==> src/rtl/pong_defs.sv <==
// Shared definitions for the pong match logic: state encodings, player ids
// and the game length.
package pong_defs;

    localparam int unsigned STATE_W    = 3;
    localparam int unsigned WIN_POINTS = 7;

    typedef enum logic [STATE_W-1:0] {
        ST_IDLE  = 3'd0,
        ST_SERVE = 3'd1,
        ST_RALLY = 3'd2,
        ST_PAUSE = 3'd3,
        ST_OVER  = 3'd4
    } state_e;

    // Player ids as stored in the server flop.
    localparam logic P1 = 1'b0;
    localparam logic P2 = 1'b1;

endpackage

==> src/rtl/match_ctrl_tick_timer.sv <==
// Frame-tick timer shared by SERVE and PAUSE.
// Ports:
//   clk, reset  clock, asynchronous active-low reset
//   clr         hold count at zero (owner state not active)
//   tick        qualified frame strobe, counts one per pulse
//   limit       terminal count (duration - 1)
//   expire_c    combinational: tick arriving while count == limit
module match_ctrl_tick_timer #(
    parameter int unsigned CW = 8
) (
    input  logic          clk,
    input  logic          reset,
    input  logic          clr,
    input  logic          tick,
    input  logic [CW-1:0] limit,
    output logic          expire_c
);

    logic [CW-1:0] cnt_q;
    logic [CW-1:0] cnt_d;

    // Expiry always coincides with leaving the owning state, so the count
    // restarts from zero there; PAUSE hands straight over to SERVE.
    always_comb begin
        cnt_d    = cnt_q;
        expire_c = tick && (cnt_q == limit);
        if (clr) begin
            cnt_d = '0;
        end else if (expire_c) begin
            cnt_d = '0;
        end else if (tick && (cnt_q < limit)) begin
            cnt_d = cnt_q + CW'(1);
        end
    end

    always_ff @(posedge clk or negedge reset) begin
        if (!reset) begin
            cnt_q <= '0;
        end else begin
            cnt_q <= cnt_d;
        end
    end

endmodule

==> src/rtl/match_ctrl.sv <==
// Match sequencer for two-player pong: drives the ball datapath through
// serve / rally / pause and emits single-cycle point and clear pulses to the
// scoreboard, whose playing flag decides when the match is over.
// Ports:
//   clk, reset        clock, asynchronous active-low reset
//   tick              frame strobe (1 clk)
//   start             start button level; rising edge starts a match
//   serve1, serve2    serve button levels
//   miss1, miss2      ball passed player 1 / player 2 paddle (1 clk)
//   playing, winner   scoreboard status
//   point1, point2    add-point pulses
//   score_clr         scoreboard clear pulse
//   ball_load         hold ball at centre
//   ball_run          ball in motion
//   serve_dir         1 = launch toward player 2
//   game_over         match finished
//   state_dbg         current state encoding
module match_ctrl
    import pong_defs::*;
#(
    parameter int unsigned PAUSE_TICKS = 30,
    parameter int unsigned SERVE_TICKS = 120,
    parameter int unsigned CW          = 8
) (
    input  logic               clk,
    input  logic               reset,
    input  logic               tick,
    input  logic               start,
    input  logic               serve1,
    input  logic               serve2,
    input  logic               miss1,
    input  logic               miss2,
    input  logic               playing,
    input  logic               winner,
    output logic               point1,
    output logic               point2,
    output logic               score_clr,
    output logic               ball_load,
    output logic               ball_run,
    output logic               serve_dir,
    output logic               game_over,
    output logic [STATE_W-1:0] state_dbg
);

    state_e state_q, state_d;
    logic   server_q, server_d;
    logic   start_q;
    logic   point1_q, point1_d;
    logic   point2_q, point2_d;
    logic   score_clr_q, score_clr_d;
    logic   ball_load_q, ball_load_d;
    logic   ball_run_q, ball_run_d;
    logic   serve_dir_q, serve_dir_d;
    logic   game_over_q, game_over_d;

    logic          start_rise_c;
    logic          serve_btn_c;
    logic          timing_c;
    logic          expire_c;
    logic [CW-1:0] limit_c;
    logic          winner_unused_c;

    // The winner flag is for the display path; sequencing only needs playing.
    assign winner_unused_c = winner;

    assign start_rise_c = start && !start_q;
    assign serve_btn_c  = (server_q == P1) ? serve1 : serve2;
    assign timing_c     = (state_q == ST_SERVE) || (state_q == ST_PAUSE);
    assign limit_c      = (state_q == ST_SERVE) ? CW'(SERVE_TICKS - 1)
                                                : CW'(PAUSE_TICKS - 1);

    match_ctrl_tick_timer #(
        .CW(CW)
    ) u_timer (
        .clk      (clk),
        .reset    (reset),
        .clr      (!timing_c),
        .tick     (tick && timing_c),
        .limit    (limit_c),
        .expire_c (expire_c)
    );

    // Next state, server and registered-output inputs.
    always_comb begin
        state_d     = state_q;
        server_d    = server_q;
        point1_d    = 1'b0;
        point2_d    = 1'b0;
        score_clr_d = 1'b0;

        case (state_q)
            ST_IDLE, ST_OVER: begin
                if (start_rise_c) begin
                    state_d     = ST_SERVE;
                    score_clr_d = 1'b1;
                    server_d    = P1;
                end
            end
            ST_SERVE: begin
                if (serve_btn_c || expire_c) begin
                    state_d = ST_RALLY;
                end
            end
            ST_RALLY: begin
                // A simultaneous double miss is a replay with no score change.
                if (miss1 && miss2) begin
                    state_d = ST_PAUSE;
                end else if (miss1) begin
                    state_d  = ST_PAUSE;
                    point2_d = 1'b1;
                    server_d = P1;
                end else if (miss2) begin
                    state_d  = ST_PAUSE;
                    point1_d = 1'b1;
                    server_d = P2;
                end
            end
            ST_PAUSE: begin
                if (expire_c) begin
                    state_d = playing ? ST_SERVE : ST_OVER;
                end
            end
            default: begin
                state_d = ST_IDLE;
            end
        endcase

        ball_load_d = (state_d != ST_RALLY);
        ball_run_d  = (state_d == ST_RALLY);
        game_over_d = (state_d == ST_OVER);
        // Direction is meaningless while idle; park it at its reset value.
        serve_dir_d = (state_d == ST_IDLE) ? 1'b0 : (server_d == P1);
    end

    always_ff @(posedge clk or negedge reset) begin
        if (!reset) begin
            state_q     <= ST_IDLE;
            server_q    <= P1;
            start_q     <= 1'b0;
            point1_q    <= 1'b0;
            point2_q    <= 1'b0;
            score_clr_q <= 1'b0;
            ball_load_q <= 1'b1;
            ball_run_q  <= 1'b0;
            serve_dir_q <= 1'b0;
            game_over_q <= 1'b0;
        end else begin
            state_q     <= state_d;
            server_q    <= server_d;
            start_q     <= start;
            point1_q    <= point1_d;
            point2_q    <= point2_d;
            score_clr_q <= score_clr_d;
            ball_load_q <= ball_load_d;
            ball_run_q  <= ball_run_d;
            serve_dir_q <= serve_dir_d;
            game_over_q <= game_over_d;
        end
    end

    assign point1    = point1_q;
    assign point2    = point2_q;
    assign score_clr = score_clr_q;
    assign ball_load = ball_load_q;
    assign ball_run  = ball_run_q;
    assign serve_dir = serve_dir_q;
    assign game_over = game_over_q;
    assign state_dbg = state_q;

endmodule
==> config.mk <==
export PLATFORM = sky130hd
export DESIGN_NAME = match_ctrl
export DESIGN_NICKNAME = d
export VERILOG_FILES = /design/src/rtl/pong_defs.sv /design/src/rtl/match_ctrl_tick_timer.sv /design/src/rtl/match_ctrl.sv
export SDC_FILE = /design/constraint.sdc
export NUM_CORES = 1
export LEC_CHECK = 0
export ABC_CLOCK_PERIOD_IN_PS = 2200
export BUFFER_PORTS_ARGS = -buffer_cell sky130_fd_sc_hd__buf_4
export CAP_MARGIN = 20
export CORE_AREA = 2 2 52 54
export CTS_BUF_LIST = sky130_fd_sc_hd__clkbuf_4 sky130_fd_sc_hd__clkbuf_8
export DETAILED_ROUTE_END_ITERATION = 6
export DIE_AREA = 0 0 54 56
export GPL_TIMING_DRIVEN = 0
export HOLD_SLACK_MARGIN = 0.1
export PLACE_DENSITY = 0.76
export SLEW_MARGIN = 10
export SYNTH_ARGS = -nofsm -noshare
export SYNTH_HDL_FRONTEND = slang
export SYNTH_SLANG_ARGS = --single-unit
==> constraint.sdc <==
create_clock -name clk -period 2.2 [get_ports clk]
set_input_delay 0.44 -clock clk [delete_from_list [all_inputs] [get_ports clk]]
set_output_delay 0.44 -clock clk [all_outputs]
set_load 0.005 [all_outputs]
Word-level counts from Yosys, hierarchy flattened --
Index checks and enable logic that the tools add are counted.
Word-level totals: register bits 20, input port bits 10, output and inout port bits 10, logic and storage cells 62
Operators by class: $add $sub $neg 1, magnitude comparators 1, equality and inequality tests 9, muxes and demuxes 28, bitwise gates (word level) 1, reductions and logical operators 11
Operators with widths (number):
- 8-bit 2-to-1 mux | 3
- 3-bit 2-to-1 mux | 7
- 1-bit 2-to-1 mux | 15
- 3-bit case mux with 4 select lines | 1
- 3-bit by 2-bit == test with 1-bit output, second input constant | 3
- 8-bit by 1-bit adder with 8-bit output, second input constant | 1
- 8-bit by 7-bit == test with 1-bit output | 1
- 8-bit by 7-bit less-than comparator with 1-bit output | 1
- 7-bit 2-to-1 mux | 1
- 3-bit == test, second input constant | 2
- 3-bit zero test | 2
- 1-bit logical AND | 5
- 3-bit by 1-bit == test with 1-bit output, second input constant | 1
- 3-bit by 1-bit != test with 1-bit output, second input constant | 1
- 3-bit by 2-bit != test with 1-bit output, second input constant | 1
- 1-bit logical OR | 2
- 1-bit case mux with 2 select lines | 1
- 2-bit OR reduction | 1
- 1-bit zero test | 1
- 1-bit inverter | 1

Longest topological paths before layout --
depth in word-level cells 9, mapped depth 10, mapped depth without buffers 10

Hierarchy --
A second synthesis with hierarchy kept.
Second synthesis, totals: cell total of the unflattened synthesis 130, area total of the unflattened synthesis 1258.7 sq um
By module, submodules not included:
- match_ctrl_tick_timer | instances 1, cells an instance 77, area an instance 721.9 sq um, seq. area each 200.2 sq um
- match_ctrl | instances 1, cells an instance 53, area an instance 536.8 sq um, seq. area each 301.5 sq um

Worst setup path before layout --
No wires, ideal clock.
path kind reg2reg, start reg state_q[2], in the netlist state_dbg[2], end reg serve_dir_q, in the netlist serve_dir, library setup time 0.084 ns, arrival time 2.199 ns, data required time 2.116 ns, slack -0.082 ns, stages on the path, launching flop included 9, buffers on the path 0, clock period less this slack 2.282 ns, path through dfrtp_1 > and2b_2 > nand2b_1 > ha_1 > nand4b_4 > nor3_4 > nor3_1 > or4b_4 > a41oi_2
Between the ends: cells in the longest elaborated chain, start to end 9, elaborated cells between the ends (all ways) 23, classes of those cells eq/ne (5); mux (10); bitwise (1); reduce/logical (7)
Ends and longest elaborated chain:
- from (decl) | RTL line match_ctrl.sv:45 | state_e state_q, state_d;
- from (signal assigned) | RTL line match_ctrl.sv:148 | state_q <= state_d;
- 3-bit by 1-bit == test with 1-bit output / 3-bit by 2-bit == test with 1-bit output (equally long branches) | RTL line match_ctrl.sv:68, match_ctrl.sv:69, match_ctrl.sv:91
- 7-bit 2-to-1 mux / 1-bit logical OR (equally long branches) | RTL line match_ctrl.sv:69, match_ctrl.sv:68
- 8-bit by 7-bit == test with 1-bit output / 1-bit logical AND (equally long branches) | RTL line match_ctrl_tick_timer.sv:26, match_ctrl.sv:78
- 1-bit logical AND | RTL line match_ctrl_tick_timer.sv:26 | expire_c = tick && (cnt_q == limit);
- 1-bit logical OR | RTL line match_ctrl.sv:100 | if (serve_btn_c || expire_c) begin
- 3-bit 2-to-1 mux | RTL line match_ctrl.sv:100
- 3-bit case mux with 4 select lines | RTL line match_ctrl.sv:91 | case (state_q)
- 3-bit zero test | RTL line match_ctrl.sv:132 | serve_dir_d = (state_d == ST_IDLE) ? 1'b0 : (server_d == P1);
- 1-bit 2-to-1 mux * | RTL line match_ctrl.sv:132
- via serve_dir_d | RTL line match_ctrl.sv:53 | logic serve_dir_q, serve_dir_d;
- to (signal assigned) | RTL line match_ctrl.sv:156 | serve_dir_q <= serve_dir_d;
- to (decl) | RTL line match_ctrl.sv:53
The timed path passes the listed nets; every way through them passes the cells marked *. A chain may end at the register's enable or synchronous reset.

Worst setup path after layout --
start reg state_q[0], in the netlist state_dbg[0], end reg serve_dir_q, in the netlist serve_dir
Same word-level chain as after synthesis.

==> flow_summary.ini <==
[worst_setup_path]
crit_family = simple AND/OR/NAND/NOR gates
critPathArrivalTime_ns = 2.45
critPathMaxStageDelay_ns = 0.51
cp.required_ns = 2.42
path_max_fanout = 4
cp-start-kind = flop
endpoint_kind = flop
critPathBufInv = 1
crit_path_top_delay_cell = or4b_4
crit_chain = and2b_2, nand2b_4, inv_1, ha_4, nand2_1, nor3_4, nor3_2, or4b_4, a41oi_2
critPathKind = reg -> reg

[placement]
gp_congestion = 0.753
place_area_mm2 = 0.00124
portBuffers = 18
dp_slack_ns = -0.229
dp_hpwl_um = 1670

[route]
routed.top_layer = met4
viasPerCell = 5.31
drcViolationCount = 0
num_vias = 865
ant_nets = 0
met3_wirelength_um = 60
met2_length_um = 1200
wl_um = 2250
drtPass1Iterations = 4
met1Wirelength_um = 977
routedWlPerCell_um = 13.8
drt_iter0_markers = 12

[logic_synthesis]
synth_seq_cells = 20
syn_nets = 115
synth_most_common_cell = dfrtp_1
ys_top_cells_by_count = dfrtp_1 (19), nor2_1 (13), nand2_1 (9), nand3_1 (6), ha_1 (5)
syn_area_mm2 = 0.00105
synth-edff-count = 0
ys_seq_area_frac = 0.480
postSynthCellCount = 100
ys_types = 36
synth_area_leader_cell = dfrtp_1
ys_warn_count = 0
synthDominantCellAreaShare = 0.455
syn_avg_cell_area_um2 = 10.5
synth_flop_cell = dfrtp_1
async_reset_ff_frac = 1.00
ys_top_cells_by_area = dfrtp_1 (45%), ha_1 (6.0%), nor2_1 (4.7%)

[finish]
nFillCells = 217
diodes = 0
drive_above_1_share = 0.406
nNetsFinal = 149
final_cell_area_mm2 = 0.00144
area_growth_pct = 37.8

[die]
die_w_um = 54
chipHeight_um = 56
fp-row-count = 18
io_pins = 20
core_area_mm2 = 0.00243
fp.dieArea_mm2 = 0.00302
start_util = 0.430

[grt]
grt_max_degree = 21
track_usage = 0.165
overflow = 0
grt_pass1_wl_um = 3740
grt_pass1_vias = 867
antenna_found_initial = 0

[sta]
fmax_mhz = 449
rsz0062_at_grt = true
setup_violations = 1
finalClockSkew_ns = 0.00581
finalCriticalPeriod_ns = 2.23
tns_ns = -0.0289
finalHoldViolCount = 0
worst_slack_ns = -0.0289
period_share = 1.01
max_slew_margin = 0.742
report.final.slew_viol_count = 0
worst_pin_slew_ns = 0.384

[pwr]
irDropWorstVdd_uv = 572
power.density_mw_per_mm2 = 888
p_leak_nw = 0.685
finalPower_w = 0.00128

[status]
status = finished with violations
violations = setup timing

[clock_tree]
cts.path.max_buffers = 2
cts_buffers = 3
cts_sinks = 20
htreeDepth = 1
cts_tree = yes
clkLatencyLatePin_ns = 0.29
cts_root_buffer = clkbuf_4
clk_pin_slew_ns = 0.11

[flow_run]
max_cap_viol_count = 0

[hold_path]
holdCritPathClass = in -> reg
-- final timing paths --
| check | from | endpoint | slack (ns) | cells after the start |
|---|---|---|---|---|
| max | state_dbg[0] | serve_dir | -0.03 | 9 |
| min in group asynchronous | reset | start_q | 0.55 | 2 |
| max reg2reg | state_dbg[0] | serve_dir | -0.03 | 9 |
| min reg2reg | u_timer.cnt_q[7] | u_timer.cnt_q[7] | 0.57 | 1 |
| min | start | start_q | 0.25 | 1 |
| max in group asynchronous | reset | ball_load | 1.38 | 2 |
-- cells in the final DEF, fill, tap and decap left out, drive strengths merged --
| master | n |
|---|---|
| o221a | 1 |
| a31oi | 1 |
| dlygate4sd3 | 1 |
| and2b | 1 |
| inv | 4 |
| dfrtp | 19 |
| dfstp | 1 |
| a41oi | 1 |
| mux2i | 3 |
| a21o | 1 |
| o211ai | 2 |
| clkinv | 1 |
| ha | 5 |
| and3 | 2 |
| nor3b | 1 |
| o21a | 2 |
| nand2b | 2 |
| nand2 | 9 |
| a21oi | 3 |
| or2b | 2 |
| and4 | 1 |
| nand4b | 2 |
| or3b | 1 |
| o21ai | 3 |
| clkbuf | 4 |
| or3 | 2 |
| buf | 29 |
| or2 | 1 |
| xnor2 | 1 |
| xor2 | 2 |
| nor3 | 3 |
| or4b | 1 |
| o2111ai | 1 |
| nor2 | 13 |
| nand3 | 6 |
| a311oi | 1 |
-- state kept, by name, indices dropped and copies added (netlist names) --
register       flops
ball_run           1
point2             1
score_clr          1
u_timer.cnt_q      8
ball_load          1
start_q            1
game_over          1
point1             1
serve_dir          1
state_dbg          3
server_q           1
-- metrics by stage --
step                      std cells  hold WS [ns]  utilization
after CTS                       159         0.246        0.580
after global routing            163         0.233        0.593
after detailed placement        148         0.331        0.512
final                           163         0.254        0.593
after global placement          148         0.328        0.512
after floorplan                 100         0.144            -
-- layer usage --
metal,track usage,up-vias
li1,-,423
met1,0.205,422
met2,0.296,18
met3,0.0161,2
met4,0.0429,0
met5,0,-
-- what timing repair did --
action	4_1_cts	5_1_grt
cloned	0	0
buffers inserted	7	4
hold endpoints to repair	19	0
hold buffers	1	0
endpoints found under the setup margin	7	6
resized for setup	10	0
pin swaps	1	1
-- layout make-up --
cell class	count	area [um^2]	share of cell area
Clock buffer	4	36.3	0.0252
Inverter	5	18.8	0.0130
Multi-Input combinational cell	74	617	0.428
Sequential cell	20	504	0.350
Tap cell	30	37.5	0.0260
Timing Repair Buffer	30	228	0.158
-- power by group --
| part | switching (W) | internal (W) | total (W) |
|---|---|---|---|
| clock network | 0.000105 | 0.000101 | 0.000206 |
| logic | 0.000246 | 0.000276 | 0.000522 |
| registers | 0.000119 | 0.000434 | 0.000552 |
| total | 0.000469 | 0.000810 | 0.00128 |
-- kinds of logic (layout without fill, tap and decap cells) --
| kind of cell | after synthesis | in the layout | synth area share |
|---|---|---|---|
| AOI/OAI and AO/OA | 16 | 16 | 0.114 |
| xor gates and xnor gates | 3 | 3 | 0.0251 |
| adders and majority gates | 5 | 5 | 0.0598 |
| buffers and inverters | 6 | 39 | 0.0251 |
| DFF | 20 | 20 | 0.480 |
| muxes | 3 | 3 | 0.0287 |
| and+or+nand+nor | 47 | 47 | 0.268 |
(Power assumes the default switching activity.)
